===== config.mk =====
export PLATFORM = sky130hd
export DESIGN_NAME = count_target_sequencer
export DESIGN_NICKNAME = d
export VERILOG_FILES = /design/src/rtl/count_target_sequencer.sv
export SDC_FILE = /design/constraint.sdc
export NUM_CORES = 1
export LEC_CHECK = 0
export CORE_MARGIN = 2
export CORE_UTILIZATION = 52
export DETAILED_ROUTE_END_ITERATION = 8
export PLACE_DENSITY = 0.78
export SYNTH_ARGS = -nofsm -noshare
export SYNTH_HDL_FRONTEND = slang
export SYNTH_SLANG_ARGS = --single-unit

===== constraint.sdc =====
create_clock -name clk_i -period 2.5 [get_ports clk_i]
set_input_delay 0.5 -clock clk_i [delete_from_list [all_inputs] [get_ports clk_i]]
set_output_delay 0.5 -clock clk_i [all_outputs]
set_load 0.05 [all_outputs]

===== src/rtl/count_target_sequencer.sv =====
// rtl/count_target_sequencer.sv - target FIFO feeding a loadable counter.
// Pops one target per run, enables the counter until count_in matches, then dwells.
module count_target_sequencer #(
  parameter int W         = 4,
  parameter int DEPTH     = 4,
  parameter int DWELL_CYC = 2
) (
  input  logic                     clk_i,
  input  logic                     rst_i,
  input  logic                     wr_en_i,
  input  logic [W-1:0]             wr_data_i,
  input  logic                     abort_i,
  input  logic [W-1:0]             count_in_i,
  output logic [W-1:0]             load_o,
  output logic                     opnd_o,
  output logic                     reached_o,
  output logic                     busy_o,
  output logic                     full_o,
  output logic                     empty_o,
  output logic                     ovf_o,
  output logic [$clog2(DEPTH):0]   level_o
);

  localparam int AW = $clog2(DEPTH);
  localparam int LW = AW + 1;
  localparam int CW = $clog2(DWELL_CYC + 1);

  typedef enum logic [1:0] {IDLE, RUN, DWELL} state_t;

  state_t          state_q, state_d;
  logic [W-1:0]    mem_q [DEPTH];
  logic [AW-1:0]   wr_ptr_q, rd_ptr_q;
  logic [LW-1:0]   level_q, level_d;
  logic [W-1:0]    load_q;
  logic [CW-1:0]   dwell_q, dwell_d;
  logic            reached_q, reached_d;
  logic            ovf_q;
  logic            full, empty, pop, push_ok;

  assign full    = (level_q == LW'(DEPTH));
  assign empty   = (level_q == '0);
  assign pop     = (state_q == IDLE) && !empty;
  // A pop frees a slot at the same edge, so a push into a full FIFO still lands.
  assign push_ok = wr_en_i && (!full || pop);
  assign level_d = level_q + LW'(push_ok) - LW'(pop);

  always_comb begin
    state_d   = state_q;
    dwell_d   = dwell_q;
    reached_d = 1'b0;
    case (state_q)
      IDLE: begin
        if (!empty) state_d = RUN;
      end
      RUN: begin
        if (abort_i) begin
          state_d = IDLE;
        end else if (count_in_i == load_q) begin
          state_d   = DWELL;
          reached_d = 1'b1;
          dwell_d   = CW'(DWELL_CYC - 1);
        end
      end
      DWELL: begin
        if (abort_i || dwell_q == '0) state_d = IDLE;
        else                          dwell_d = dwell_q - CW'(1);
      end
      default: state_d = IDLE;
    endcase
  end

  always_ff @(posedge clk_i) begin
    if (rst_i) begin
      state_q   <= IDLE;
      wr_ptr_q  <= '0;
      rd_ptr_q  <= '0;
      level_q   <= '0;
      load_q    <= '0;
      dwell_q   <= '0;
      reached_q <= 1'b0;
      ovf_q     <= 1'b0;
    end else begin
      state_q   <= state_d;
      level_q   <= level_d;
      dwell_q   <= dwell_d;
      reached_q <= reached_d;
      ovf_q     <= wr_en_i && full && !pop;
      if (push_ok) wr_ptr_q <= wr_ptr_q + AW'(1);
      if (pop) begin
        rd_ptr_q <= rd_ptr_q + AW'(1);
        load_q   <= mem_q[rd_ptr_q];
      end
    end
  end

  always_ff @(posedge clk_i) begin
    if (push_ok) mem_q[wr_ptr_q] <= wr_data_i;
  end

  assign load_o    = load_q;
  assign opnd_o    = (state_q == RUN);
  assign reached_o = reached_q;
  assign busy_o    = (state_q != IDLE);
  assign full_o    = full;
  assign empty_o   = empty;
  assign ovf_o     = ovf_q;
  assign level_o   = level_q;

endmodule


==> results of run 1 <==
layout make-up:
cell class              instances  area (µm²)  share of cell area
multi-input cells              74         616               0.333
well taps                      31        38.8              0.0210
inverters                       8        37.5              0.0203
clock inverters                 2        33.8              0.0183
clock buffers                   6        41.3              0.0224
flip-flops and latches         33         827               0.448
repair buffers                 26         253               0.137
cells in the mapped netlist, drive strengths merged (2+ instances only):
cell     n
or3      3
edfxtp  16
nand3    5
xnor2    6
mux4     4
nand2    5
o21ai    6
nor3b    2
nor2b    5
inv      8
buf      3
a21oi    6
and2     4
dfxtp   17
mux2     2
nor2     7
mux2i    2
ha       6
state kept, by name, indices dropped and copies added (netlist names):
name / count
rd_ptr_q: 2
dwell_q: 2
mem_q: 16
level_o: 3
ovf_o: 1
reached_o: 1
wr_ptr_q: 2
state_q: 2
load_o: 4
metal layers:
layer  GRT usage  vias up  routed length [µm]  part of all wire
met1       0.220      452                1100              0.41
li1            -      485                   -                 -
met5           0        -                   0                 0
met3      0.0726        6                 189             0.071
met2       0.297       36                1340              0.50
met4      0.0797        0                  46             0.017
power breakdown:
| group | switching, µW | total (µW) | internal (µW) | leakage, µW |
|---|---|---|---|---|
| Sequential | 101 | 764 | 663 | 0.000287 |
| Combinational | 529 | 890 | 361 | 0.000335 |
| Clock | 173 | 381 | 208 | 0.0000399 |
kinds of logic (layout without fill, tap and decap cells):
| kind of cell | after synthesis | count (layout) | share of synthesized area |
|---|---|---|---|
| buffers and inverters | 12 | 42 | 0.0411 |
| DFF | 33 | 33 | 0.550 |
| xor gates and xnor gates | 6 | 6 | 0.0352 |
| adders and majority gates | 7 | 7 | 0.0638 |
| muxes | 8 | 8 | 0.0889 |
| and+or+nand+nor | 35 | 35 | 0.146 |
| AOI/OAI and AO/OA | 18 | 18 | 0.0747 |
worst paths after layout:
kind,end,slack [ns],startpoint,cells after the start
max,level_o[2],0.18,level_o[1],9
min,wr_ptr_q[1],0.50,wr_ptr_q[1],2
max reg2reg,level_o[2],0.18,level_o[1],9
min reg2reg,wr_ptr_q[1],0.50,wr_ptr_q[1],2
metrics by stage:
| stage | cell area [µm²] | util |
|---|---|---|
| 2_1_floorplan | 1500 | - |
| 3_3_place_gp | 1770 | 0.648 |
| 6_report | 1850 | 0.676 |
| 5_1_grt | 1850 | 0.676 |
| 3_5_place_dp | 1770 | 0.648 |
| 4_1_cts | 1850 | 0.676 |
worst register-to-register path, delay by kind of cell, from the launching register on:
kind            cells  cell delay, ns
simple gates        3            0.66
fa+ha+maj           2            0.57
flops               1            0.37
xor+xnor            2            0.35
compound gates      1            0.20
buf+inv             1            0.11
==> impl_metrics.ini, run 1 <==
[worst_setup_path]
crit_top_cell = xnor2_1
critPathMaxStageDelay_ns = 0.48
crit_chain = or3_1 -> inv_8 -> or3_4 -> a21bo_1 -> ha_1 -> fa_1 -> xnor2_1 -> xnor2_1 -> nor2_1
worstPathRequired_ns = 2.74
critPathSlowestCell = or3_1
cp_max_fo = 8
setup.worst_path.end_class = flip-flop
criticalPathCategory = reg2reg
arrival_ns = 2.56
crit_buf_inv = 1
critPathLaunchType = flip-flop
crit_family = simple AND/OR/NAND/NOR gates

[drt]
drt_iter0_drc = 24
viasPerCell = 5.44
post_drt_wl_per_cell_um = 14.9
drc = 0
ant_nets = 0
firstDrtPassIters = 4
vias = 979
wl_um = 2670

[cells_and_area]
drive_gt1_frac = 0.168
final_cell_mix = 23 x clkdlybuf4s50_1, 16 x edfxtp_1, 14 x dfxtp_1
nets = 167
final-instance-count-excl-fill = 180
area_delta_synth_final_pct = 23.8
mostFrequentLayoutCell = clkdlybuf4s50_1
fillers = 197
antenna_cells = 0

[timing]
min_period_ns = 2.32
rsz0062_at_grt = false
final.setup.tns_ns = 0
fin_skew_ns = 0.0149
timing.final.ws_setup_ns = 0.177
worstMarginPinSlew_ns = 0.510
max_freq_ghz = 0.431
timing.slew.headroom = 0.659
hold_viol_final = 0
finalMaxSlewViolations = 0
setup_violations = 0
period_share = 0.929
hold_slack_ns = 0.505

[clock_network]
cts_setup_buffers = 0
cts.path.max_buffers = 2
cts-hold-fix-buffers = 0
clock_sinks = 33
cts_resized = 0
cts_tree = yes
clkLatencyLatePin_ns = 0.34
cts_buffers = 5
path_clk_slew_ns = 0.11
cts-root-buf = clkbuf_4
ctsHtreeMaxLevel = 2

[yosys]
synth_area_mm2 = 0.00149
ys_top_cells_by_area = edfxtp_1 32%, dfxtp_1 23%, mux4_2 6.0%
synth_top_area_frac = 0.322
syn_area_per_cell_um2 = 12.5
synth_edf_count = 16
synthesis.nets = 138
synth_top_cell_by_area = edfxtp_1
synth_ff_type = dfxtp_1
ys_warn_count = 0
ys_types = 37
ys_async_sr_fraction = 0
ys_ff_latch = 33
ys_seq_area_frac = 0.550
syn_inst = 119

[pwr]
cellPowerDensity_mw_per_mm2 = 1100
p_leak_uw = 0.000662
total_power_uw = 2040
vdd_drop_max_mv = 0.984

[grt]
first_global_vias = 956
grt_pass1_wl_um = 4380
grt_overflow = 0
grt_max_degree = 14
grt_usage = 0.185
antenna_found_initial = 0

[floorplan]
dieHeight_um = 57.6
die_x_um = 57.6
rows = 19
initial_core_util = 0.546
core-area_mm2 = 0.00273
die_area_mm2 = 0.00331
ios = 25

[run]
max_cap_violations = 0

[placement]
hpwl_um = 2040
place.gp.congestion = 0.751
pre_cts_ws_ns = 0.0681
portBuffers = 24
dp.cells = 172

[run_status]
status = finished, final reports clean

[min_path]
hold_path.class = reg2reg
Note: power is estimated with default switching activity, not from simulation.
==> run 2: changes to the inputs <==
- CAP_MARGIN: not set -> 15
- CORE_ASPECT_RATIO: not set -> 1.5
- PLACE_DENSITY: 0.78 -> 0.76
==> impl_metrics.ini, run 2 (synthesis gave the netlist of run 1 again) <==
[worst_setup_path]
cp_max_fo = 8
critPathLaunchType = flip-flop
worstPathRequired_ns = 2.66
setup.worst_path.end_class = flip-flop
criticalPathCategory = reg2reg
r2r-start = level_o[1]
r2r_slack_ns = 0.16
arrival_ns = 2.50
r2r-end = level_o[2]
worst_r2r_path_depth = 9

[cells_and_area]
final_cell_mix = 23 x clkdlybuf4s50_1, 16 x edfxtp_1, 14 x dfxtp_1
mostFrequentLayoutCell = clkdlybuf4s50_1
area_delta_synth_final_pct = 26.5
max_flop_register = mem_q
final-instance-count-excl-fill = 186
nets = 167
final_cell_area_mm2 = 0.00189
antenna_cells = 0
drive_gt1_frac = 0.174
largest_reg_flops = 16
fillers = 227

[drt]
post_drt_wl_per_cell_um = 14.7
viasPerCell = 5.30
vias = 985
drt_iter0_drc = 19
ant_nets = 0
drc = 0
wl_um = 2730
firstDrtPassIters = 4

[timing]
rsz0062_at_grt = false
final.setup.tns_ns = 0
hold_slack_ns = 0.510
min_period_ns = 2.34
period_share = 0.937
max_freq_ghz = 0.427
hold_viol_final = 0
setup_violations = 0
fin_skew_ns = 0.00700
timing.slew.headroom = 0.662
finalMaxSlewViolations = 0
worstMarginPinSlew_ns = 0.506

[pwr]
p_leak_uw = 0.000678
cellPowerDensity_mw_per_mm2 = 1130
vdd_drop_max_mv = 0.578
total_power_uw = 2130

[clock_network]
cts_resized = 0
ctsHtreeMaxLevel = 2
cts-hold-fix-buffers = 0
cts_tree = yes
clkLatencyLatePin_ns = 0.28
clock_sinks = 33
path_clk_slew_ns = 0.07
cts.path.max_buffers = 2
cts-root-buf = clkbuf_8
cts_setup_buffers = 0
cts_buffers = 5

[grt]
grt_max_degree = 12
grt_pass1_wl_um = 4550
grt_overflow = 0
first_global_vias = 997
grt_usage = 0.197
antenna_found_initial = 0

[min_path]
hold_path.class = reg2reg
min_to = load_o[2]
hp-start = load_o[2]
hold_depth = 2

[floorplan]
die_x_um = 47.7
core-area_mm2 = 0.00271
ios = 25
initial_core_util = 0.551
rows = 23
die_area_mm2 = 0.00332
dieHeight_um = 69.6

[placement]
dp.cells = 178
portBuffers = 24
place.gp.congestion = 0.814
hpwl_um = 2110
dpl-instance-area_mm2 = 0.00178

[run]
max_cap_violations = 0

[run_status]
status = finished, final reports clean
-- run 2: cell counts in the layout (fill, tap and decap cells not counted) --
No cell type changed its count.
-- run 2: worst max-delay path, cell delays in order (launching register included) --
cell and delay [ns]:
dfxtp_2 0.35, or3_1 0.48, inv_8 0.11, or3_4 0.13
a21bo_1 0.20, ha_1 0.19, fa_1 0.37, xnor2_1 0.20
xnor2_1 0.14, nor2_1 0.06
-- run 2: how the worst max path moves through the flow --
| stage | start | endpoint | cells past startpoint |
|---|---|---|---|
| 2_1_floorplan | level_o[2] | level_o[2] | 8 |
| 3_3_place_gp | wr_en_i | level_o[2] | 8 |
| 3_5_place_dp | wr_en_i | level_o[2] | 8 |
| 4_1_cts | level_o[1] | level_o[2] | 9 |
| 5_1_grt | level_o[1] | level_o[2] | 9 |
| 6_report | level_o[1] | level_o[2] | 9 |
-- run 2: per-layer routing --
| layer | wire length, µm | global-route usage |
|---|---|---|
| met1 | 1060 | 0.232 |
| met2 | 1480 | 0.305 |
| met3 | 115 | 0.0573 |
| met4 | 69 | 0.108 |
| met5 | 0 | 0 |
-- run 2: per-stage QoR --
stage	util	setup slack [ns]
2_1_floorplan	-	0.0893
3_3_place_gp	0.658	0.131
3_5_place_dp	0.658	0.0634
4_1_cts	0.698	0.156
5_1_grt	0.698	0.0234
6_report	0.698	0.156
-- run 2: report_power, final --
| part | internal [µW] | switching [µW] | total (µW) |
|---|---|---|---|
| combinational | 362 | 529 | 892 |
| clock | 295 | 181 | 476 |
| sequential | 664 | 96.1 | 760 |
-- run 2: cell type report --
class / count / area [µm²] / share of cell area
inverter: 8 / 37.5 / 0.0199
multi-input combinational: 74 / 616 / 0.326
clock inverter: 2 / 35.0 / 0.0186
clock buffer: 6 / 72.6 / 0.0385
tap: 37 / 46.3 / 0.0245
timing repair buffer: 26 / 253 / 0.134
sequential: 33 / 827 / 0.438
